<file path="src/rtl/axi_sched_pkg.sv">
// Shared types and constants for the AXI burst scheduler.
//   sched_state_e : scheduler FSM states
//   BURST_INCR    : AXI INCR burst encoding
//   RESP_OKAY     : AXI OKAY response encoding
//   PAGE_BYTES    : 4 KB boundary that no burst may cross
//   min16()       : unsigned minimum helper for beat counts
package axi_sched_pkg;

    typedef enum logic [1:0] {
        ST_IDLE  = 2'd0,
        ST_CALC  = 2'd1,
        ST_ISSUE = 2'd2,
        ST_WAIT  = 2'd3
    } sched_state_e;

    localparam logic [1:0]  BURST_INCR = 2'b01;
    localparam logic [1:0]  RESP_OKAY  = 2'b00;
    localparam logic [12:0] PAGE_BYTES = 13'd4096;

    function automatic logic [15:0] min16(input logic [15:0] a, input logic [15:0] b);
        return (a < b) ? a : b;
    endfunction

endpackage

</file>
<file path="src/rtl/axi_sched_rr_arbiter.sv">
// Two-way round-robin arbiter.
//   clk, resetn : clock, async active-low reset
//   req_i       : request vector
//   accept_i    : grant is taken this cycle; updates the last-granted pointer
//   grant_o     : one-hot grant (zero when nobody requests)
//   gidx_o      : index of the granted requester
// The pointer holds the last granted requester and resets to 1, so
// requester 0 wins the first tie.
module axi_sched_rr_arbiter (
    input  logic       clk,
    input  logic       resetn,
    input  logic [1:0] req_i,
    input  logic       accept_i,
    output logic [1:0] grant_o,
    output logic       gidx_o
);

    logic last_q;
    logic last_d;

    // Pick the requester not granted last on a tie, otherwise the only one asking.
    always_comb begin
        gidx_o = 1'b0;
        case (req_i)
            2'b01:   gidx_o = 1'b0;
            2'b10:   gidx_o = 1'b1;
            2'b11:   gidx_o = ~last_q;
            default: gidx_o = 1'b0;
        endcase
        if (req_i != 2'b00) begin
            grant_o = gidx_o ? 2'b10 : 2'b01;
        end else begin
            grant_o = 2'b00;
        end
        if (accept_i) begin
            last_d = gidx_o;
        end else begin
            last_d = last_q;
        end
    end

    // Last-granted pointer register.
    always_ff @(posedge clk or negedge resetn) begin
        if (!resetn) begin
            last_q <= 1'b1;
        end else begin
            last_q <= last_d;
        end
    end

endmodule

</file>
<file path="src/rtl/axi_burst_scheduler.sv">
// Shares one AXI burst master between two requesters and splits each
// transfer into INCR bursts of at most MAX_BEATS that never cross 4 KB.
//   clk, resetn                 : clock, async active-low reset
//   req_valid/write/addr/beats  : per-requester transfer request
//   req_ready/done/err          : accept strobe, completion pulse, error flag
//   start_*/ *_id/addr/len/size/burst : burst launch controls to the master
//   wr_/rd_burst_done/resp      : per-burst completion from B / R channels
module axi_burst_scheduler
    import axi_sched_pkg::*;
#(
    parameter int ADDR_WIDTH = 32,
    parameter int ID_WIDTH   = 4,
    parameter int BEAT_BYTES = 4,
    parameter int MAX_BEATS  = 16
) (
    input  logic                       clk,
    input  logic                       resetn,
    input  logic [1:0]                 req_valid,
    input  logic [1:0]                 req_write,
    input  logic [1:0][ADDR_WIDTH-1:0] req_addr,
    input  logic [1:0][15:0]           req_beats,
    output logic [1:0]                 req_ready,
    output logic [1:0]                 req_done,
    output logic [1:0]                 req_err,
    output logic                       start_write,
    output logic                       start_read,
    output logic [ID_WIDTH-1:0]        write_id,
    output logic [ID_WIDTH-1:0]        read_id,
    output logic [ADDR_WIDTH-1:0]      write_addr,
    output logic [ADDR_WIDTH-1:0]      read_addr,
    output logic [31:0]                write_len,
    output logic [31:0]                read_len,
    output logic [2:0]                 write_size,
    output logic [2:0]                 read_size,
    output logic [1:0]                 write_burst,
    output logic [1:0]                 read_burst,
    input  logic                       wr_burst_done,
    input  logic [1:0]                 wr_burst_resp,
    input  logic                       rd_burst_done,
    input  logic [1:0]                 rd_burst_resp
);

    localparam int                    BEAT_SHIFT = $clog2(BEAT_BYTES);
    localparam logic [15:0]           MAX_LEN    = 16'(MAX_BEATS);
    localparam logic [ADDR_WIDTH-1:0] ALIGN_MASK = ~(ADDR_WIDTH'(BEAT_BYTES - 1));

    sched_state_e          state_q, state_d;
    logic                  dir_q, dir_d;        // 1 = write
    logic [ADDR_WIDTH-1:0] addr_q, addr_d;
    logic [15:0]           rem_q, rem_d;
    logic [15:0]           len_q, len_d;
    logic                  owner_q, owner_d;
    logic                  err_q, err_d;
    logic                  start_wr_q, start_wr_d, start_rd_q, start_rd_d;
    logic [ADDR_WIDTH-1:0] waddr_q, waddr_d, raddr_q, raddr_d;
    logic [31:0]           wlen_q, wlen_d, rlen_q, rlen_d;
    logic [ID_WIDTH-1:0]   wid_q, wid_d, rid_q, rid_d;
    logic [1:0]            done_q, done_d, rerr_q, rerr_d;

    logic [1:0]            grant_s;
    logic                  gidx_s;
    logic                  accept_s;
    logic [15:0]           page_left_s;
    logic [15:0]           calc_len_s;
    logic                  burst_done_s;
    logic [1:0]            burst_resp_s;
    logic [15:0]           rem_after_s;
    logic                  err_next_s;

    assign accept_s = (state_q == ST_IDLE) && (req_valid != 2'b00);

    axi_sched_rr_arbiter u_arb (
        .clk      (clk),
        .resetn   (resetn),
        .req_i    (req_valid),
        .accept_i (accept_s),
        .grant_o  (grant_s),
        .gidx_o   (gidx_s)
    );

    // Burst sizing and completion decode shared by next-state and output logic.
    always_comb begin
        // Beats left before the next 4 KB boundary; addr_q is beat aligned.
        page_left_s  = 16'((PAGE_BYTES - {1'b0, addr_q[11:0]}) >> BEAT_SHIFT);
        calc_len_s   = min16(min16(rem_q, MAX_LEN), page_left_s);
        burst_done_s = dir_q ? wr_burst_done : rd_burst_done;
        burst_resp_s = dir_q ? wr_burst_resp : rd_burst_resp;
        rem_after_s  = rem_q - len_q;
        err_next_s   = err_q | (burst_resp_s != RESP_OKAY);
    end

    // FSM state register.
    always_ff @(posedge clk or negedge resetn) begin
        if (!resetn) begin
            state_q <= ST_IDLE;
        end else begin
            state_q <= state_d;
        end
    end

    // FSM next-state logic.
    always_comb begin
        state_d = state_q;
        case (state_q)
            ST_IDLE: begin
                if (accept_s && (req_beats[gidx_s] != 16'd0)) begin
                    state_d = ST_CALC;
                end else begin
                    state_d = ST_IDLE;
                end
            end
            ST_CALC:  state_d = ST_ISSUE;
            ST_ISSUE: state_d = ST_WAIT;
            ST_WAIT: begin
                if (burst_done_s && (rem_after_s == 16'd0)) begin
                    state_d = ST_IDLE;
                end else if (burst_done_s) begin
                    state_d = ST_CALC;
                end else begin
                    state_d = ST_WAIT;
                end
            end
            default: state_d = ST_IDLE;
        endcase
    end

    // FSM output / datapath next values.
    always_comb begin
        dir_d      = dir_q;
        addr_d     = addr_q;
        rem_d      = rem_q;
        len_d      = len_q;
        owner_d    = owner_q;
        err_d      = err_q;
        start_wr_d = 1'b0;
        start_rd_d = 1'b0;
        waddr_d    = waddr_q;
        raddr_d    = raddr_q;
        wlen_d     = wlen_q;
        rlen_d     = rlen_q;
        wid_d      = wid_q;
        rid_d      = rid_q;
        done_d     = 2'b00;
        rerr_d     = 2'b00;
        req_ready  = 2'b00;
        case (state_q)
            ST_IDLE: begin
                req_ready = grant_s;
                if (accept_s) begin
                    dir_d   = req_write[gidx_s];
                    addr_d  = req_addr[gidx_s] & ALIGN_MASK;
                    rem_d   = req_beats[gidx_s];
                    owner_d = gidx_s;
                    err_d   = 1'b0;
                    // Empty transfer completes without touching the bus.
                    if (req_beats[gidx_s] == 16'd0) begin
                        done_d[gidx_s] = 1'b1;
                    end else begin
                        done_d = 2'b00;
                    end
                end else begin
                    err_d = err_q;
                end
            end
            ST_CALC: begin
                len_d = calc_len_s;
                // Launch pulse lands in ISSUE together with the new controls.
                if (dir_q) begin
                    start_wr_d = 1'b1;
                    waddr_d    = addr_q;
                    wlen_d     = 32'(calc_len_s) - 32'd1;
                    wid_d      = ID_WIDTH'(owner_q);
                end else begin
                    start_rd_d = 1'b1;
                    raddr_d    = addr_q;
                    rlen_d     = 32'(calc_len_s) - 32'd1;
                    rid_d      = ID_WIDTH'(owner_q);
                end
            end
            ST_ISSUE: begin
                err_d = err_q;
            end
            ST_WAIT: begin
                if (burst_done_s) begin
                    err_d  = err_next_s;
                    addr_d = addr_q + (ADDR_WIDTH'(len_q) << BEAT_SHIFT);
                    rem_d  = rem_after_s;
                    if (rem_after_s == 16'd0) begin
                        done_d[owner_q] = 1'b1;
                        rerr_d[owner_q] = err_next_s;
                    end else begin
                        done_d = 2'b00;
                    end
                end else begin
                    err_d = err_q;
                end
            end
            default: begin
                err_d = err_q;
            end
        endcase
    end

    // Datapath and registered output state.
    always_ff @(posedge clk or negedge resetn) begin
        if (!resetn) begin
            dir_q      <= 1'b0;
            addr_q     <= '0;
            rem_q      <= 16'd0;
            len_q      <= 16'd0;
            owner_q    <= 1'b0;
            err_q      <= 1'b0;
            start_wr_q <= 1'b0;
            start_rd_q <= 1'b0;
            waddr_q    <= '0;
            raddr_q    <= '0;
            wlen_q     <= 32'd0;
            rlen_q     <= 32'd0;
            wid_q      <= '0;
            rid_q      <= '0;
            done_q     <= 2'b00;
            rerr_q     <= 2'b00;
        end else begin
            dir_q      <= dir_d;
            addr_q     <= addr_d;
            rem_q      <= rem_d;
            len_q      <= len_d;
            owner_q    <= owner_d;
            err_q      <= err_d;
            start_wr_q <= start_wr_d;
            start_rd_q <= start_rd_d;
            waddr_q    <= waddr_d;
            raddr_q    <= raddr_d;
            wlen_q     <= wlen_d;
            rlen_q     <= rlen_d;
            wid_q      <= wid_d;
            rid_q      <= rid_d;
            done_q     <= done_d;
            rerr_q     <= rerr_d;
        end
    end

    assign req_done    = done_q;
    assign req_err     = rerr_q;
    assign start_write = start_wr_q;
    assign start_read  = start_rd_q;
    assign write_addr  = waddr_q;
    assign read_addr   = raddr_q;
    assign write_len   = wlen_q;
    assign read_len    = rlen_q;
    assign write_id    = wid_q;
    assign read_id     = rid_q;
    assign write_size  = 3'(BEAT_SHIFT);
    assign read_size   = 3'(BEAT_SHIFT);
    assign write_burst = BURST_INCR;
    assign read_burst  = BURST_INCR;

endmodule

</file>
<file path="config.mk">
export PLATFORM = sky130hd
export DESIGN_NAME = axi_burst_scheduler
export DESIGN_NICKNAME = d
export VERILOG_FILES = /design/src/rtl/axi_sched_pkg.sv /design/src/rtl/axi_sched_rr_arbiter.sv /design/src/rtl/axi_burst_scheduler.sv
export SDC_FILE = /design/constraint.sdc
export NUM_CORES = 1
export LEC_CHECK = 0
export BUFFER_PORTS_ARGS = -buffer_cell sky130_fd_sc_hd__buf_2
export CAP_MARGIN = 20
export CELL_PAD_IN_SITES_DETAIL_PLACEMENT = 0
export CELL_PAD_IN_SITES_GLOBAL_PLACEMENT = 2
export CORE_UTILIZATION = 30
export CTS_BUF_LIST = sky130_fd_sc_hd__clkbuf_4 sky130_fd_sc_hd__clkbuf_8
export DETAILED_ROUTE_END_ITERATION = 12
export PLACE_DENSITY = 0.85
export SLEW_MARGIN = 20
export SYNTH_ARGS = -nofsm -noshare
export SYNTH_HDL_FRONTEND = slang
export SYNTH_SLANG_ARGS = --single-unit
</file>
<file path="constraint.sdc">
create_clock -name clk -period 5.28 [get_ports clk]
set_input_delay 1.32 -clock clk [delete_from_list [all_inputs] [get_ports clk]]
set_output_delay 1.32 -clock clk [all_outputs]
set_load 0.005 [all_outputs]
</file>
==> impl_results.md <==
* Root buf cell: clkbuf_8
* Worst Tran Pin Value at approximately 0.87 ns
* # IOs at roughly 260
* Sum of negative setup slack at 0 ns
* Final min period at between 4 and 5 ns
* MaxCap Viol Count at 0
* Worst vdd ir at around 260 uV
* Yosys reg bits at 170
* Worst Path Max Fanout at 12
* Share of cells above drive strength 1 at 0.231
* Post-synth top cells: 268 x nand2_1, 169 x dfrtp_1, 88 x nor2_1, 72 x a21oi_1, 71 x o21ai_0
* CTS tree: yes
* Placement Setup Slack at 0.638 ns
* Sequential cell area at approximately 4300 um^2
* Post-route cell area at roughly 12000 um^2
* First drt pass iteration count at 5
* Synth warnings at 0
* Crit path kind: reg2reg
* Async SR Flop Fraction at 1.00
* Drt wl/cell at 16.2 um
* Critical path data arrival time at roughly 5.1 ns
* Final Skew at 0.0137 ns
* Combinational fraction of design power at 0.555
* Internal power at around 4.0 mW
* GPL Wtd Cong at 0.838
* Vias in the first global route at between 8000 and 9000
* Final core occ at 0.362
* CTS Buf Count at 17
* P_leak at roughly 6 nW
* Initial antenna violation count at 0
* Avg Cell Area, Syn at roughly 8.6 um^2
* Layout area overhead at 17.6%
* DRC Markers at 0
* Worst EP required at ~5.7 ns
* Die area at around 34000 um^2
* Number of distinct library cells after synthesis at between 70 and 80
* Port bufs at about 240
* ANT cells at 0
* Area of the multi-input gates at between 5000 and 6000 um^2
* Pwr dens at approximately 650 nW/um^2
* Vias per cell at around 4.8
* Clk network pwr share at 0.122
* NetSw at roughly 3.7 mW
* Post-cts sizing count at 0
* Class of the worst hold path: reg2reg
* Switching share of power at 0.479
* Yosys top cell area share at 0.419
* Worst rel slew slack at 0.423
* GRT Overall Usage at 0.176
* Final WS setup at approximately 0.55 ns
* Pin count of the biggest net entering global routing at ~130
* Cell taking the most area after synthesis: dfrtp_1
* Worst hold slack at around 0.48 ns
* Slew Viols, Final at 0
* Max Freq at 0.211 GHz
* Setup crit end kind: flop
* Top-count cell post-synth: nand2_1
* Sequential power share at 0.323
* # Post-CTS Setup Buffers at 0
* Final WL at roughly 29000 um
* Final hold vios at 0
* Fillcell total at around 3400
* Die H at approximately 190 um
* Worst skew pair latency at 0.46 ns
* Synth area leaders: dfrtp_1 42%, nand2_1 10%, ha_1 6.0%
* First-pass GRT wire length at roughly 47000 um
* Post-synth EDFFs at 0
* Status: completed
* Starting density of the core at 0.308
* Layout Cells excl Fill at around 1800
* Setup violations, final at 0
* Nets at ~1500
* Chip Width at approximately 190 um
* Clock sink count at 170
* Max clock buf depth at 2
* Rows at 66
* Period utilization at 0.896
* CTS clk-pin slew, worst paths at around 0.11 ns
* Cell count after synthesis at about 1200
* Mapped Area at between 10000 and 15000 um^2
* Post-synthesis sequential area ratio at 0.422
* Cell Area, Placed at approximately 11000 um^2
* Number of DRC markers in iteration 0 at 580
* Critical path launch point type: flop
* Post-cts hold buffer count at 0
* Most used DFF post-synth: dfrtp_1
* Post-route ant nets at 0
* Power Total at 7.71 mW
* Core area at roughly 33000 um^2
* Inst Count DP at about 1800
* DR vias at 8736
* Remaining Overflow, GRT at 0
* Htree depth at 4
* DP Wirelength at approximately 22000 um
* RSZ-0062 raised after global routing: no
-- layout by cell type (no fill, tap or decap), types with 5 or more instances in the layout --
master / count
a21o_1: 12
a21oi_1: 72
a31oi_1: 5
and2_1: 6
and3_1: 8
buf_2: 236
buf_4: 13
clkbuf_8: 17
conb_1: 26
dfrtp_1: 169
ha_1: 47
inv_1: 37
inv_8: 7
mux2_2: 15
mux2i_1: 47
nand2_1: 267
nand2b_1: 7
nand3_1: 27
nand4_1: 11
nor2_1: 88
nor2b_1: 5
nor3_1: 17
nor4_1: 7
o21a_1: 14
o21ai_0: 71
o21ai_1: 18
o22ai_1: 18
xnor2_1: 20
xor2_1: 10
-- power by group through the flow --
stage / logic, mW / clock network (mW) / registers [mW]
floorplan: 3.13 / 0 / 2.34
global placement: 4.25 / 0 / 2.50
global route: 4.91 / 1.03 / 2.59
finish: 4.28 / 0.940 / 2.49
CTS: 4.32 / 0.972 / 2.50
detailed placement: 4.29 / 0 / 2.52
-- path summary, 6_finish.rpt --
| kind | start | endpoint | slack (ns) | cells after the start |
|---|---|---|---|---|
| worst min-delay path | read_addr[15] | read_addr[15] | 0.48 | 2 |
| worst min register to register | read_addr[15] | read_addr[15] | 0.48 | 2 |
| worst max-delay path | addr_q[4] | read_len[12] | 0.55 | 18 |
| min in group asynchronous | resetn | rem_q[2] | 0.79 | 1 |
| max in group asynchronous | resetn | write_addr[4] | 3.40 | 2 |
| worst max register to register | addr_q[4] | read_len[12] | 0.55 | 18 |
-- sequential cells by signal, summed over array words and instances (netlist names), 2 cells and up --
register,flops
write_addr,30
state_q,2
addr_q,30
write_len,17
read_addr,30
rem_q,16
req_err,2
req_done,2
len_q,16
read_len,17
-- routing by layer --
metal  global-route usage  vias to the layer above  routed length, um
met1                0.258                     4102              14500
met2                0.268                      272              13000
met3               0.0283                       17               1600
li1                     -                     4345                  -
met5                    0                        -                  0
met4               0.0383                        0                302
-- critical path, stage by stage, from the launching register on --
cell and delay (ns):
dfrtp_1 0.53, nor4_1 0.72, nand2_1 0.15, xnor2_1 0.23, ha_1 0.32, and3_1 0.20
nand4_1 0.11, a311oi_1 0.07, a211oi_2 0.56, nor2_1 0.08, a31o_2 0.28, inv_1 0.09
ha_1 0.18, nor4b_1 0.29, buf_4 0.18, and2_1 0.20, nor2_1 0.06, o21ai_1 0.27
o21a_1 0.18
-- kinds of logic after synthesis --
logic type                 synth area share
and+or+nand+nor                       0.202
AOI/OAI and AO/OA                     0.146
other                              0.000744
muxes                                0.0647
DFF                                   0.422
buffers and inverters                0.0741
xor gates and xnor gates             0.0277
adders and majority gates            0.0635
-- cell type report --
type | instances | share of cell area
flip-flops and latches | 170 | 0.359
multi-input cells | 887 | 0.439
clock buffers | 18 | 0.0204
inverters | 39 | 0.0123
clock inverters | 14 | 0.0129
repair buffers | 251 | 0.110
well taps | 442 | 0.0466
No activity file was read; power rests on OpenSTA's default activity.
